[src/rtl/dcache_pkg.sv]
// Shared types and widths for the direct-mapped write-back data cache.
package dcache_pkg;

  localparam int BLK_AW = 6;
  localparam int BLK_DW = 32;

  typedef enum logic [1:0] {
    IDLE      = 2'd0,
    WRITEBACK = 2'd1,
    FETCH     = 2'd2,
    UPDATE    = 2'd3
  } state_t;

endpackage

[src/rtl/dcache_array.sv]
// Block storage for the data cache: valid/dirty/tag/data per block.
// Reads are asynchronous at the request index. Writes happen on the clock edge.
module dcache_array
  import dcache_pkg::*;
#(
  parameter int BLOCKS = 8,
  parameter int IW     = 3,
  parameter int TW     = 3
) (
  input  logic              clk,
  input  logic              rst,
  input  logic [IW-1:0]     index,
  output logic              rd_valid,
  output logic              rd_dirty,
  output logic [TW-1:0]     rd_tag,
  output logic [BLK_DW-1:0] rd_data,
  input  logic              byte_we,
  input  logic [1:0]        byte_off,
  input  logic [7:0]        byte_data,
  input  logic              fill_we,
  input  logic [TW-1:0]     fill_tag,
  input  logic [BLK_DW-1:0] fill_data
);

  logic [BLOCKS-1:0] valid_q;
  logic [BLOCKS-1:0] dirty_q;
  logic [TW-1:0]     tag_mem  [BLOCKS];
  logic [BLK_DW-1:0] data_mem [BLOCKS];

  assign rd_valid = valid_q[index];
  assign rd_dirty = dirty_q[index];
  assign rd_tag   = tag_mem[index];
  assign rd_data  = data_mem[index];

  // Only the status bits are reset; tag and data are don't-care while invalid.
  always_ff @(posedge clk or posedge rst) begin
    if (rst) begin
      valid_q <= '0;
      dirty_q <= '0;
    end else if (fill_we) begin
      valid_q[index] <= 1'b1;
      dirty_q[index] <= 1'b0;
    end else if (byte_we) begin
      dirty_q[index] <= 1'b1;
    end
  end

  always_ff @(posedge clk) begin
    if (fill_we) begin
      tag_mem[index]  <= fill_tag;
      data_mem[index] <= fill_data;
    end else if (byte_we) begin
      data_mem[index][{byte_off, 3'b000} +: 8] <= byte_data;
    end
  end

endmodule

[src/rtl/dcache_controller.sv]
// Direct-mapped write-back, write-allocate byte cache in front of a block memory.
// Optional hit/miss counters are enabled with the DCACHE_STATS_EN macro.
//
// state     | meaning
// IDLE      | serve hits; a miss picks WRITEBACK (dirty victim) or FETCH
// WRITEBACK | write victim block to memory until MEM_BUSYWAIT drops
// FETCH     | read requested block from memory until MEM_BUSYWAIT drops
// UPDATE    | install fetched block as valid and clean
module dcache_controller
  import dcache_pkg::*;
#(
  parameter int BLOCKS = 8
) (
  input  logic              CLK,
  input  logic              RESET,
  input  logic              READ,
  input  logic              WRITE,
  input  logic [7:0]        ADDRESS,
  input  logic [7:0]        WRITEDATA,
  output logic [7:0]        READDATA,
  output logic              BUSYWAIT,
  output logic              MEM_READ,
  output logic              MEM_WRITE,
  output logic [BLK_AW-1:0] MEM_ADDRESS,
  output logic [BLK_DW-1:0] MEM_WRITEDATA,
  input  logic [BLK_DW-1:0] MEM_READDATA,
  input  logic              MEM_BUSYWAIT
`ifdef DCACHE_STATS_EN
  ,
  output logic [15:0]       HIT_COUNT,
  output logic [15:0]       MISS_COUNT
`endif
);

  localparam int IW = $clog2(BLOCKS);
  localparam int TW = BLK_AW - IW;

  state_t state, state_nxt;

  logic [TW-1:0]     req_tag;
  logic [IW-1:0]     req_index;
  logic [1:0]        req_off;
  logic              req;
  logic              is_read;
  logic              hit;

  logic              rd_valid;
  logic              rd_dirty;
  logic [TW-1:0]     rd_tag;
  logic [BLK_DW-1:0] rd_data;

  logic              byte_we;
  logic              fill_we;
  logic [BLK_DW-1:0] fetch_buf;

  assign req_tag   = ADDRESS[7 -: TW];
  assign req_index = ADDRESS[2 +: IW];
  assign req_off   = ADDRESS[1:0];
  assign req       = READ | WRITE;
  assign is_read   = READ & ~WRITE;
  assign hit       = rd_valid && (rd_tag == req_tag);

  dcache_array #(
    .BLOCKS (BLOCKS),
    .IW     (IW),
    .TW     (TW)
  ) u_array (
    .clk       (CLK),
    .rst       (RESET),
    .index     (req_index),
    .rd_valid  (rd_valid),
    .rd_dirty  (rd_dirty),
    .rd_tag    (rd_tag),
    .rd_data   (rd_data),
    .byte_we   (byte_we),
    .byte_off  (req_off),
    .byte_data (WRITEDATA),
    .fill_we   (fill_we),
    .fill_tag  (req_tag),
    .fill_data (fetch_buf)
  );

  always_ff @(posedge CLK or posedge RESET) begin
    if (RESET) begin
      state <= IDLE;
    end else begin
      state <= state_nxt;
    end
  end

  always_ff @(posedge CLK or posedge RESET) begin
    if (RESET) begin
      fetch_buf <= '0;
    end else if (state == FETCH && !MEM_BUSYWAIT) begin
      fetch_buf <= MEM_READDATA;
    end
  end

  always_comb begin
    state_nxt     = state;
    MEM_READ      = 1'b0;
    MEM_WRITE     = 1'b0;
    MEM_ADDRESS   = '0;
    MEM_WRITEDATA = '0;
    byte_we       = 1'b0;
    fill_we       = 1'b0;
    BUSYWAIT      = req;
    READDATA      = '0;

    case (state)
      IDLE: begin
        if (req && !hit) begin
          state_nxt = (rd_valid && rd_dirty) ? WRITEBACK : FETCH;
        end else if (req && hit) begin
          BUSYWAIT = 1'b0;
          byte_we  = WRITE;
          if (is_read) READDATA = rd_data[{req_off, 3'b000} +: 8];
        end
      end
      WRITEBACK: begin
        MEM_WRITE     = 1'b1;
        MEM_ADDRESS   = {rd_tag, req_index};
        MEM_WRITEDATA = rd_data;
        if (!MEM_BUSYWAIT) state_nxt = FETCH;
      end
      FETCH: begin
        MEM_READ    = 1'b1;
        MEM_ADDRESS = {req_tag, req_index};
        if (!MEM_BUSYWAIT) state_nxt = UPDATE;
      end
      UPDATE: begin
        fill_we   = 1'b1;
        state_nxt = IDLE;
      end
      default: state_nxt = IDLE;
    endcase

    // The CPU-facing outputs must read quiet while reset is held, even with a request pending.
    if (RESET) begin
      BUSYWAIT = 1'b0;
      READDATA = '0;
      byte_we  = 1'b0;
      fill_we  = 1'b0;
    end
  end

`ifdef DCACHE_STATS_EN
  logic        miss_pending;
  logic [15:0] hit_count;
  logic [15:0] miss_count;

  // A hit that merely completes a serviced miss is not counted as a hit.
  always_ff @(posedge CLK or posedge RESET) begin
    if (RESET) begin
      miss_pending <= 1'b0;
      hit_count    <= '0;
      miss_count   <= '0;
    end else if (state == IDLE && state_nxt != IDLE) begin
      miss_pending <= 1'b1;
      if (miss_count != 16'hFFFF) miss_count <= miss_count + 16'd1;
    end else if (state == IDLE && req && hit) begin
      if (miss_pending) begin
        miss_pending <= 1'b0;
      end else if (hit_count != 16'hFFFF) begin
        hit_count <= hit_count + 16'd1;
      end
    end
  end

  assign HIT_COUNT  = hit_count;
  assign MISS_COUNT = miss_count;
`endif

endmodule

[config.mk]
export PLATFORM = sky130hd
export DESIGN_NAME = dcache_controller
export DESIGN_NICKNAME = d
export VERILOG_FILES = /design/src/rtl/dcache_pkg.sv /design/src/rtl/dcache_array.sv /design/src/rtl/dcache_controller.sv
export SDC_FILE = /design/constraint.sdc
export NUM_CORES = 1
export LEC_CHECK = 0
export ABC_AREA = 1
export CAP_MARGIN = 20
export CORE_UTILIZATION = 40
export DETAILED_ROUTE_END_ITERATION = 6
export GPL_TIMING_DRIVEN = 1
export PLACE_DENSITY = 0.71
export REMOVE_ABC_BUFFERS = 1
export SYNTH_ARGS = -nofsm -noshare
export SYNTH_HDL_FRONTEND = slang
export SYNTH_SLANG_ARGS = --single-unit
[constraint.sdc]
create_clock -name CLK -period 2.5 [get_ports CLK]
set_input_delay 0.5 -clock CLK [delete_from_list [all_inputs] [get_ports CLK]]
set_output_delay 0.5 -clock CLK [all_outputs]
set_load 0.01 [all_outputs]
==> flow_summary.yaml, run 1 <==
placed_design:
  dp_hpwl_um: 30100
  gp_congestion: 0.963
  io_buffers: 101
  dpl_worst_slack_ps: -1290
clock_tree:
  cts_buffers: 36
  clock-root-buffer: "clkbuf_16"
  cts.sinks: 330
  clk_latency_ps: 520
  clk_pin_slew_ps: 60
  cts_tree: "built"
  cts_htree_levels: 2
  clk_path_buf_depth: 3
setup_path:
  timing.critical_path.buf_inv: 3
  rr_startpoint: "u_array.valid_q[2]"
  crit_type: "reg2out"
  rrSetupSlack_ps: 40
  cp_top_family: "simple AND/OR/NAND/NOR gates"
  cp_max_fo: 4
  critPathCaptureType: "output port"
  path_cells: "inv_2 > nand2_2 > nand3_2 > nand2_2 > o21ai_2 > nand3_2 > nor3_4 > nand2_4 > buf_12 > a21oi_4 > buf_6"
  cp_slowest_cell: "edfxtp_1"
  startpoint_type: "flip-flop"
  rr_endpoint: "u_array.data_mem[3][28]"
  cp.arrival_ps: 2300
  timing.reg2reg.worst_path_depth: 14
  required_ps: 2000
  critical-path-max-stage-delay_ps: 390
sta:
  setup_viol: 17
  rsz0062_at_grt: "true"
  fin_skew_ps: 17.5
  setup_slack_ps: -299
  finalCritPeriodShare: 1.12
  slew_headroom: 0.507
  worstMarginPinSlew_ps: 740
  slew_viol_final: 0
  period_minus_slack_ps: 2800
  finalSetupTns_ps: -2480
  hold_violations: 0
  max_freq_ghz: 0.357
outcome:
  failed_checks: "DRC, setup timing"
  outcome: "finished with violations"
hold_path:
  whs_endpoint: "u_array.valid_q[4]"
  whs_path_depth: 2
  holdCritStartpoint: "u_array.valid_q[4]"
  worstHoldPathType: "reg2reg"
logic_synthesis:
  async_flop_share: 0.152
  syn_area_per_cell_um2: 10.9
  yosysWarnings: 0
  synth-seq-area-share: 0.661
  synth_ff_type: "edfxtp_1"
  synth.cell_area_mm2: 0.0146
  yosys.cell_types.count: 37
  synth_cells: 1335
  ys_seq_elements: 330
  synth_edf_count: 280
routing:
  viasPerCell: 5.52
  routed_wl_um: 47200
  drc: 7
  wire_per_inst_um: 21.9
  vias: 11900
  ant_nets: 0
  drt_first_pass_iters: 7
  drt-initial-drc-count: 1605
global_route:
  grt_usage: 0.247
  grt_pass1_vias: 11500
  grt_max_degree: 51
  antenna_found_initial: 0
  grt_overflow_total: 0
  grt_pass1_wl_um: 67300
finish:
  syn_to_final_growth_pct: 39.1
  drive_gt1_frac: 0.350
  multi_input_area_mm2: 0.00517
  ff_latch_area_mm2: 0.00966
  fillers: 2848
  nets: 1734
  diodes: 0
  final_util: 0.569
floorplan:
  die_h_um: 193
  dieArea_mm2: 0.0373
  coreArea_mm2: 0.0357
  num_io_pins: 102
  num_rows: 69
  initial_core_util: 0.409
  die_w_um: 193
power:
  power_density_mw_per_mm2: 806
  clock_power_share: 0.309
  power.leakage_nw: 8.16
  ir_drop_mv: 0.614
  switchingPower_mw: 4.73
  p_int_mw: 11.7
  p_comb_frac: 0.242
  switching_share: 0.289
  p_seq_frac: 0.449
flow_run:
  cap_violations: 0
-- per-stage QoR --
| step | hold slack [ps] | instances | area [µm²] | total power [mW] |
|---|---|---|---|---|
| after global placement | 438 | 2047 | 17700 | 10.7 |
| after detailed placement | 444 | 2047 | 17700 | 10.8 |
| after floorplan | 424 | 1263 | 14200 | 9.08 |
| after global routing | 489 | 2160 | 20300 | 17.0 |
| after CTS | 460 | 2141 | 19600 | 16.1 |
| final | 468 | 2160 | 20300 | 16.4 |
-- cell type report --
| type | count | share of cell area |
|---|---|---|
| sequential | 330 | 0.475 |
| multi-input combinational | 859 | 0.255 |
| timing repair buffer | 367 | 0.171 |
| clock buffer | 55 | 0.0514 |
| tap | 461 | 0.0284 |
| inverter | 78 | 0.0158 |
| clock inverter | 10 | 0.00400 |
-- power by group through the flow --
stage	Combinational, mW	Clock [mW]	Sequential, mW
final	3.96	5.07	7.35
after global routing	4.26	5.33	7.39
after CTS	3.67	5.10	7.35
after detailed placement	3.35	0	7.46
after global placement	3.25	0	7.43
after floorplan	1.74	0	7.34
-- state kept, by name (all words and copies together) (netlist names), named ones only --
register / count
u_array.data_mem: 256
fetch_buf: 32
state: 2
u_array.valid_q: 8
u_array.tag_mem: 24
-- cell usage after synthesis (19+ instances only) --
library cell,instances,area (µm²)
mux2_2,32,360
nor2_1,80,300
a21oi_1,121,606
nand2_1,380,1430
dfrtp_1,50,1250
nand3_1,81,405
o21ai_0,35,175
inv_1,66,248
buf_2,19,95.1
nand4_1,32,200
a22o_1,25,219
clkbuf_1,33,124
edfxtp_1,280,8410
-- placed cells by master, fill, tap and decap left out, types with 11 or more instances in the layout --
cell type,count
nand2_1,315
edfxtp_1,280
buf_4,202
a21oi_1,73
nand3_1,63
nor2_1,61
inv_1,57
nand2_2,54
clkdlybuf4s50_1,51
dfrtp_1,50
buf_6,50
clkbuf_16,40
a21oi_2,33
mux2_2,32
nand4_1,32
buf_12,27
a22o_1,23
o21ai_0,19
o21ai_1,18
nand2_4,17
nand3_2,17
buf_2,16
a21oi_4,15
clkbuf_1,14
inv_2,13
nor2_4,11
nor2_2,11
nor3_1,11
-- routing by layer --
metal  global-route usage  wire length, µm  vias up
met3               0.0433             4720      127
met1                0.334            18300     5769
met5                    0                0        -
met4               0.0968             1840        0
met2                0.395            22400      698
li1                     -                -     5336
-- cells by family (layout without fill, tap and decap cells) --
family                   after synthesis  after routing  synth area share
AO/OA/AOI/OAI                        200            200            0.0771
flip-flops                           330            330             0.661
multiplexers                          32             32            0.0247
AND/OR/NAND/NOR                      614            618             0.183
adder cells (fa/ha/maj)                9              9           0.00770
buffers and inverters                150            510            0.0463
-- repair_timing --
action | in CTS | in global routing
gates resized for setup | 313 | 171
hold buffers | 0 | 0
cloned | 4 | 6
setup endpoints to repair | 559 | 281
pin swaps | 27 | 64
setup buffers | 28 | 18
-- worst reg2reg max path, stage by stage, from the launching register on --
cell	delay (ps)
dfrtp_1	350
inv_2	50
o21ai_2	130
nand2_1	90
nand2_1	100
nand2_2	60
nand2_2	90
nand2_4	60
buf_6	110
buf_6	110
nor2_8	120
buf_6	220
nand4_4	210
a21oi_2	240
buf_4	220
-- how the worst max path moves through the flow --
stage                                   to  cells after the start             startpoint
floorplan           u_array.data_mem[0][0]                      5                  RESET
global placement               READDATA[2]                     12             ADDRESS[3]
detailed placement             READDATA[2]                     12             ADDRESS[3]
CTS                            READDATA[2]                     11  u_array.tag_mem[2][0]
global route                   READDATA[4]                     12     u_array.valid_q[2]
finish                         READDATA[4]                     11  u_array.tag_mem[0][0]
No activity file was read; power rests on OpenSTA's default activity.
==> inputs of run 2 (changes only) <==
--- a/config.mk
+++ b/config.mk
@@ -7,6 +7,7 @@
 export LEC_CHECK = 0
 export ABC_AREA = 1
 export CAP_MARGIN = 20
+export CORE_MARGIN = 2
 export CORE_UTILIZATION = 40
 export DETAILED_ROUTE_END_ITERATION = 6
 export GPL_TIMING_DRIVEN = 1
==> run 2 against run 1 <==
The flow finishes with violations (setup timing). Count of clock-buffer cells in the layout shrank 7. Final cell count grew 0.23%. Routed wire length grew 1.5%. Critical path depth grew 3. Clock skew shrank 2.3 ps. Utilization shrank 1.1 points. Fmax shrank 0.12%. Clock power shrank 2%. Worst hold slack gained 1.2 ps. Total power shrank 1.4%. Critical path type is now in2out.
==> flow_summary.yaml, run 2 (synthesis results as in run 1) <==
outcome:
  outcome: "finished with violations"
  failed_checks: "setup timing"
placed_design:
  dpl_worst_slack_ps: -1210
  dp.cells: 2047
  dp_hpwl_um: 30200
  io_buffers: 101
  gp_congestion: 0.953
power:
  power.leakage_nw: 8.15
  power_density_mw_per_mm2: 798
  power_mw: 16.2
  ir_drop_mv: 0.545
clock_tree:
  cts_tree: "built"
  clk_pin_slew_ps: 50
  clk_path_buf_depth: 3
  clk_latency_ps: 520
  cts_htree_levels: 2
  cts.sinks: 330
  clock-root-buffer: "clkbuf_16"
  cts_buffers: 36
sta:
  setup_slack_ps: -303
  rsz0062_at_grt: "true"
  hold_violations: 0
  slew_headroom: 0.530
  hold-worst-slack_ps: 469
  max_freq_ghz: 0.357
  finalCritPeriodShare: 1.12
  period_minus_slack_ps: 2800
  fin_skew_ps: 15.1
  slew_viol_final: 0
  setup_viol: 21
  worstMarginPinSlew_ps: 705
global_route:
  grt_pass1_vias: 11400
  grt_usage: 0.241
  grt_pass1_wl_um: 68700
  antenna_found_initial: 0
  grt_max_degree: 51
  grt_overflow_total: 0
setup_path:
  required_ps: 2000
  cp.arrival_ps: 2300
  critical-path-max-stage-delay_ps: 220
  startpoint_type: "input port"
  path_cells: "buf_12 > buf_12 > nor2_4 > buf_12 > buf_8 > nand2_8 > clkinv_8 > buf_12 > a22o_1 > nor2_2 > nand3_2 > nand3_1 > a21oi_4 > buf_2"
  crit_type: "in2out"
  timing.critical_path.mode_cell: "buf_12"
  cp_max_fo: 7
  critPathCaptureType: "output port"
  cp_slowest_cell: "a22o_1"
finish:
  most-common-layout-cells: "nand2_1, edfxtp_1, buf_4"
  largestRegisters: "u_array.data_mem x256, fetch_buf x32, u_array.tag_mem x24"
  fillers: 2879
  nets: 1735
  drive_gt1_frac: 0.338
  largest_reg_flops: 256
  regMostFlops: "u_array.data_mem"
  mostFrequentLayoutCell: "nand2_1"
  syn_to_final_growth_pct: 38.5
  layout.cells.non_filler: 2165
  diodes: 0
flow_run:
  cap_violations: 0
routing:
  viasPerCell: 5.53
  drt-initial-drc-count: 1638
  vias: 12000
  routed_wl_um: 47900
  drc: 0
  wire_per_inst_um: 22.1
  drt_first_pass_iters: 6
  ant_nets: 0
floorplan:
  die_h_um: 195
  dieArea_mm2: 0.0381
  die_w_um: 195
  num_rows: 70
  initial_core_util: 0.403
  coreArea_mm2: 0.0363
  num_io_pins: 102
hold_path:
  worstHoldPathType: "reg2reg"
==> run 2: critical path, delay by kind of cell <==
kind | cells | cell delay, ps
simple gates | 5 | 680
compound gates | 2 | 300
buf+inv | 7 | 820
==> run 2: worst paths after layout <==
| path | slack (ps) | cells past startpoint | from | endpoint |
|---|---|---|---|---|
| max in group asynchronous | 1380 | 4 | RESET | fetch_buf[14] |
| min in group asynchronous | 650 | 4 | RESET | state[1] |
| min | 470 | 1 | u_array.valid_q[1] | u_array.valid_q[1] |
| min reg2reg | 470 | 1 | u_array.valid_q[1] | u_array.valid_q[1] |
| max reg2reg | 20 | 12 | u_array.valid_q[4] | u_array.data_mem[5][11] |
| max | -300 | 14 | ADDRESS[3] | READDATA[5] |
==> run 2: layout make-up <==
| type | instances | area (µm²) | area share |
|---|---|---|---|
| Clock buffer | 48 | 1010 | 0.0498 |
| Sequential cell | 330 | 9660 | 0.477 |
| Multi-Input combinational cell | 859 | 5060 | 0.250 |
| Timing Repair Buffer | 368 | 3500 | 0.173 |
| Tap cell | 468 | 586 | 0.0289 |
| Inverter | 78 | 343 | 0.0169 |
| Clock inverter | 14 | 87.6 | 0.00433 |
==> run 2: metrics by stage <==
| stage | TNS (ps) | util | instance area, µm² |
|---|---|---|---|
| final | -2520 | 0.558 | 20200 |
| after global routing | -5960 | 0.558 | 20200 |
| after CTS | -3950 | 0.540 | 19600 |
| after detailed placement | -425670 | 0.487 | 17700 |
| after global placement | -423140 | 0.487 | 17700 |
| after floorplan | -1046540 | - | 14200 |
==> run 2: timing repair <==
action	in CTS	in global routing
setup buffers	27	25
hold buffers	0	0
pin swaps	20	64
cloned	12	4
endpoints found under the setup margin	559	531
gates resized for setup	298	171
==> run 2: routing by layer <==
layer / track usage / share of wire / wire length, µm / vias to the layer above
met5: 0 / 0 / 0 / -
met4: 0.103 / 0.047 / 2260 / 0
met3: 0.0477 / 0.10 / 5010 / 158
met2: 0.384 / 0.47 / 22300 / 754
met1: 0.322 / 0.38 / 18300 / 5709
li1: - / - / - / 5350
==> run 2: where the power goes <==
part / switching, mW / internal (mW)
Clock: 2.07 / 2.92
Combinational: 2.35 / 1.48
Sequential: 0.247 / 7.10
Total: 4.66 / 11.5
==> inputs of run 3 (changes only) <==
--- a/config.mk
+++ b/config.mk
@@ -7,11 +7,14 @@
 export LEC_CHECK = 0
 export ABC_AREA = 1
 export CAP_MARGIN = 20
+export CELL_PAD_IN_SITES_DETAIL_PLACEMENT = 2
+export CELL_PAD_IN_SITES_GLOBAL_PLACEMENT = 2
 export CORE_MARGIN = 2
-export CORE_UTILIZATION = 40
+export CORE_UTILIZATION = 38
 export DETAILED_ROUTE_END_ITERATION = 6
+export DONT_BUFFER_PORTS = 1
 export GPL_TIMING_DRIVEN = 1
-export PLACE_DENSITY = 0.71
+export PLACE_DENSITY = 0.86
 export REMOVE_ABC_BUFFERS = 1
 export SYNTH_ARGS = -nofsm -noshare
 export SYNTH_HDL_FRONTEND = slang
==> run 3 against run 2 <==
The flow still finishes with violations (setup timing). Utilization is 5.4 points lower. Sequential share of layout area up 3.0 points. Clock power is 21% higher. Count of clock-buffer cells in the layout grew 9. Sequential power rose by 2%. Routed wire length is 58% higher. Global-route usage is 8.8 points higher. Design area down 5.9%. Worst hold slack lost 440 ps. Final cell count decreased by 4.2%. Largest cell class unchanged.
==> flow_summary.yaml, run 3 (synthesis results as in run 1) <==
power:
  power.leakage_nw: 7.41
  p_seq_frac: 0.423
  p_int_mw: 11.9
  clock_power_share: 0.342
  power_mw: 17.7
  power_density_mw_per_mm2: 929
  switchingPower_mw: 5.83
  switching_share: 0.329
  p_comb_frac: 0.235
  ir_drop_mv: 0.667
setup_path:
  startpoint: "u_array.valid_q[1]"
  rrSetupSlack_ps: -280
  rr_startpoint: "u_array.valid_q[1]"
  cp_slowest_cell: "dfrtp_1"
  path_cells: "nand2_1 > o21ai_1 > nand2_1 > nand2_2 > nand2_4 > nand2_2 > nand2_2 > nor3_4 > nand2_4 > buf_12 > a21oi_4 > buf_6"
  timing.critical_path.mode_cell: "nand2_2"
  critPathCaptureType: "output port"
  cp_max_fo: 6
  critical-path-max-stage-delay_ps: 420
  rr_endpoint: "u_array.data_mem[0][27]"
  crit_type: "reg2out"
  required_ps: 2000
  cp.arrival_ps: 2570
  startpoint_type: "flip-flop"
  timing.reg2reg.worst_path_depth: 11
  endpoint: "READDATA[6]"
sta:
  slew_viol_final: 0
  slew_headroom: 0.466
  hold_violations: 0
  finalCritPeriodShare: 1.23
  worstMarginPinSlew_ps: 802
  hold-worst-slack_ps: 27.6
  setup_slack_ps: -568
  max_freq_ghz: 0.326
  fin_skew_ps: 23.0
  setup_viol: 513
  finalSetupTns_ps: -55820
  rsz0062_at_grt: "true"
  period_minus_slack_ps: 3070
routing:
  routed_wl_um: 75700
  wire_per_inst_um: 36.5
  ant_nets: 0
  vias: 13000
  drt_first_pass_iters: 5
  viasPerCell: 6.29
  drc: 0
  drt-initial-drc-count: 1489
finish:
  largest_reg_flops: 256
  regMostFlops: "u_array.data_mem"
  most-common-layout-cells: "nand2_1, edfxtp_1, buf_4"
  fillers: 3676
  drive_gt1_frac: 0.303
  largestRegisters: "u_array.data_mem x256, fetch_buf x32, u_array.tag_mem x24"
  nets: 1596
  mostFrequentLayoutCell: "nand2_1"
  final_util: 0.505
  syn_to_final_growth_pct: 30.4
placed_design:
  gp_congestion: 0.880
  dpl_worst_slack_ps: -463
  io_buffers: 0
  dp_hpwl_um: 42000
floorplan:
  die_w_um: 200
  initial_core_util: 0.387
  num_io_pins: 102
  dieArea_mm2: 0.0400
  die_h_um: 200
  num_rows: 71
  coreArea_mm2: 0.0378
hold_path:
  whs_path_depth: 0
  worstHoldPathType: "in2reg"
clock_tree:
  postCtsHoldBufs: 0
  cts_htree_levels: 2
  cts_tree: "built"
  clk_path_buf_depth: 3
  clk_pin_slew_ps: 60
  cts_buffers: 39
  cts.sinks: 330
  clock-root-buffer: "clkbuf_16"
  clk_latency_ps: 580
global_route:
  grt_overflow_total: 0
  grt_pass1_wl_um: 96500
  antenna_found_initial: 3
  grt_max_degree: 76
  grt_usage: 0.329
  grt_pass1_vias: 13600
outcome:
  outcome: "finished with violations"
  failed_checks: "setup timing"
flow_run:
  cap_violations: 0
==> run 3: cell count changes in the layout (fill, tap and decap cells not counted), moves of 11 or more <==
cell             delta
nor2_2             -17
a21oi_4            +13
nand3_1            +11
nor2_1             +23
a21oi_1            -15
nand3_2            -11
buf_4              -45
buf_2              -22
clkdlybuf4s50_1    -51
==> run 3: worst min path at each step <==
| stage | from | to |
|---|---|---|
| 4_1_cts | ADDRESS[5] | u_array.tag_mem[6][0] |
| 5_1_grt | ADDRESS[7] | u_array.tag_mem[7][2] |
| 6_report | ADDRESS[6] | u_array.tag_mem[1][1] |
| 3_5_place_dp | u_array.valid_q[0] | u_array.valid_q[0] |
| 3_3_place_gp | u_array.valid_q[2] | u_array.valid_q[2] |
| 2_1_floorplan | u_array.valid_q[2] | u_array.valid_q[2] |
==> run 3: layout make-up <==
| type | count | area (µm²) | area share |
|---|---|---|---|
| sequential | 330 | 9660 | 0.507 |
| multi-input combinational | 856 | 4950 | 0.260 |
| timing repair buffer | 229 | 2230 | 0.117 |
| clock buffer | 57 | 1140 | 0.0596 |
| tap | 511 | 639 | 0.0336 |
| inverter | 78 | 303 | 0.0159 |
| clock inverter | 12 | 134 | 0.00703 |
| antenna | 1 | 2.50 | 0.000131 |
==> run 3: what timing repair did <==
item	in CTS	in global routing
cloned	1	3
setup endpoints to repair	431	500
setup buffers	17	15
resized for setup	69	171
pin swaps	25	17
==> run 3: routing by layer <==
metal | global-route usage | routed length (µm) | share of wire
met5 | 0 | 27 | 0.00036
met1 | 0.394 | 28100 | 0.37
met3 | 0.0797 | 6870 | 0.091
met4 | 0.158 | 4980 | 0.066
met2 | 0.557 | 35700 | 0.47
==> run 3: through the flow <==
stage	cell area, µm²	instances
floorplan	14200	1263
CTS	18200	2057
finish	19100	2074
global route	19100	2073
global placement	16500	1972
detailed placement	16500	1972
==> run 3: power groups by stage <==
stage               Sequential [mW]  Combinational [mW]  Clock [mW]
global route                   7.50                4.32        6.25
CTS                            7.44                3.64        5.89
finish                         7.49                4.15        6.06
global placement               7.49                2.93           0
floorplan                      7.34                1.74           0
detailed placement             7.53                3.30           0
==> run 3: worst max-delay path: cells and delay by family, from the launching register on <==
family                 cells  cell delay [ps]
DFF                        1              420
buffers and inverters      2              310
AOI/OAI and AO/OA          2              280
and+or+nand+nor            8              980
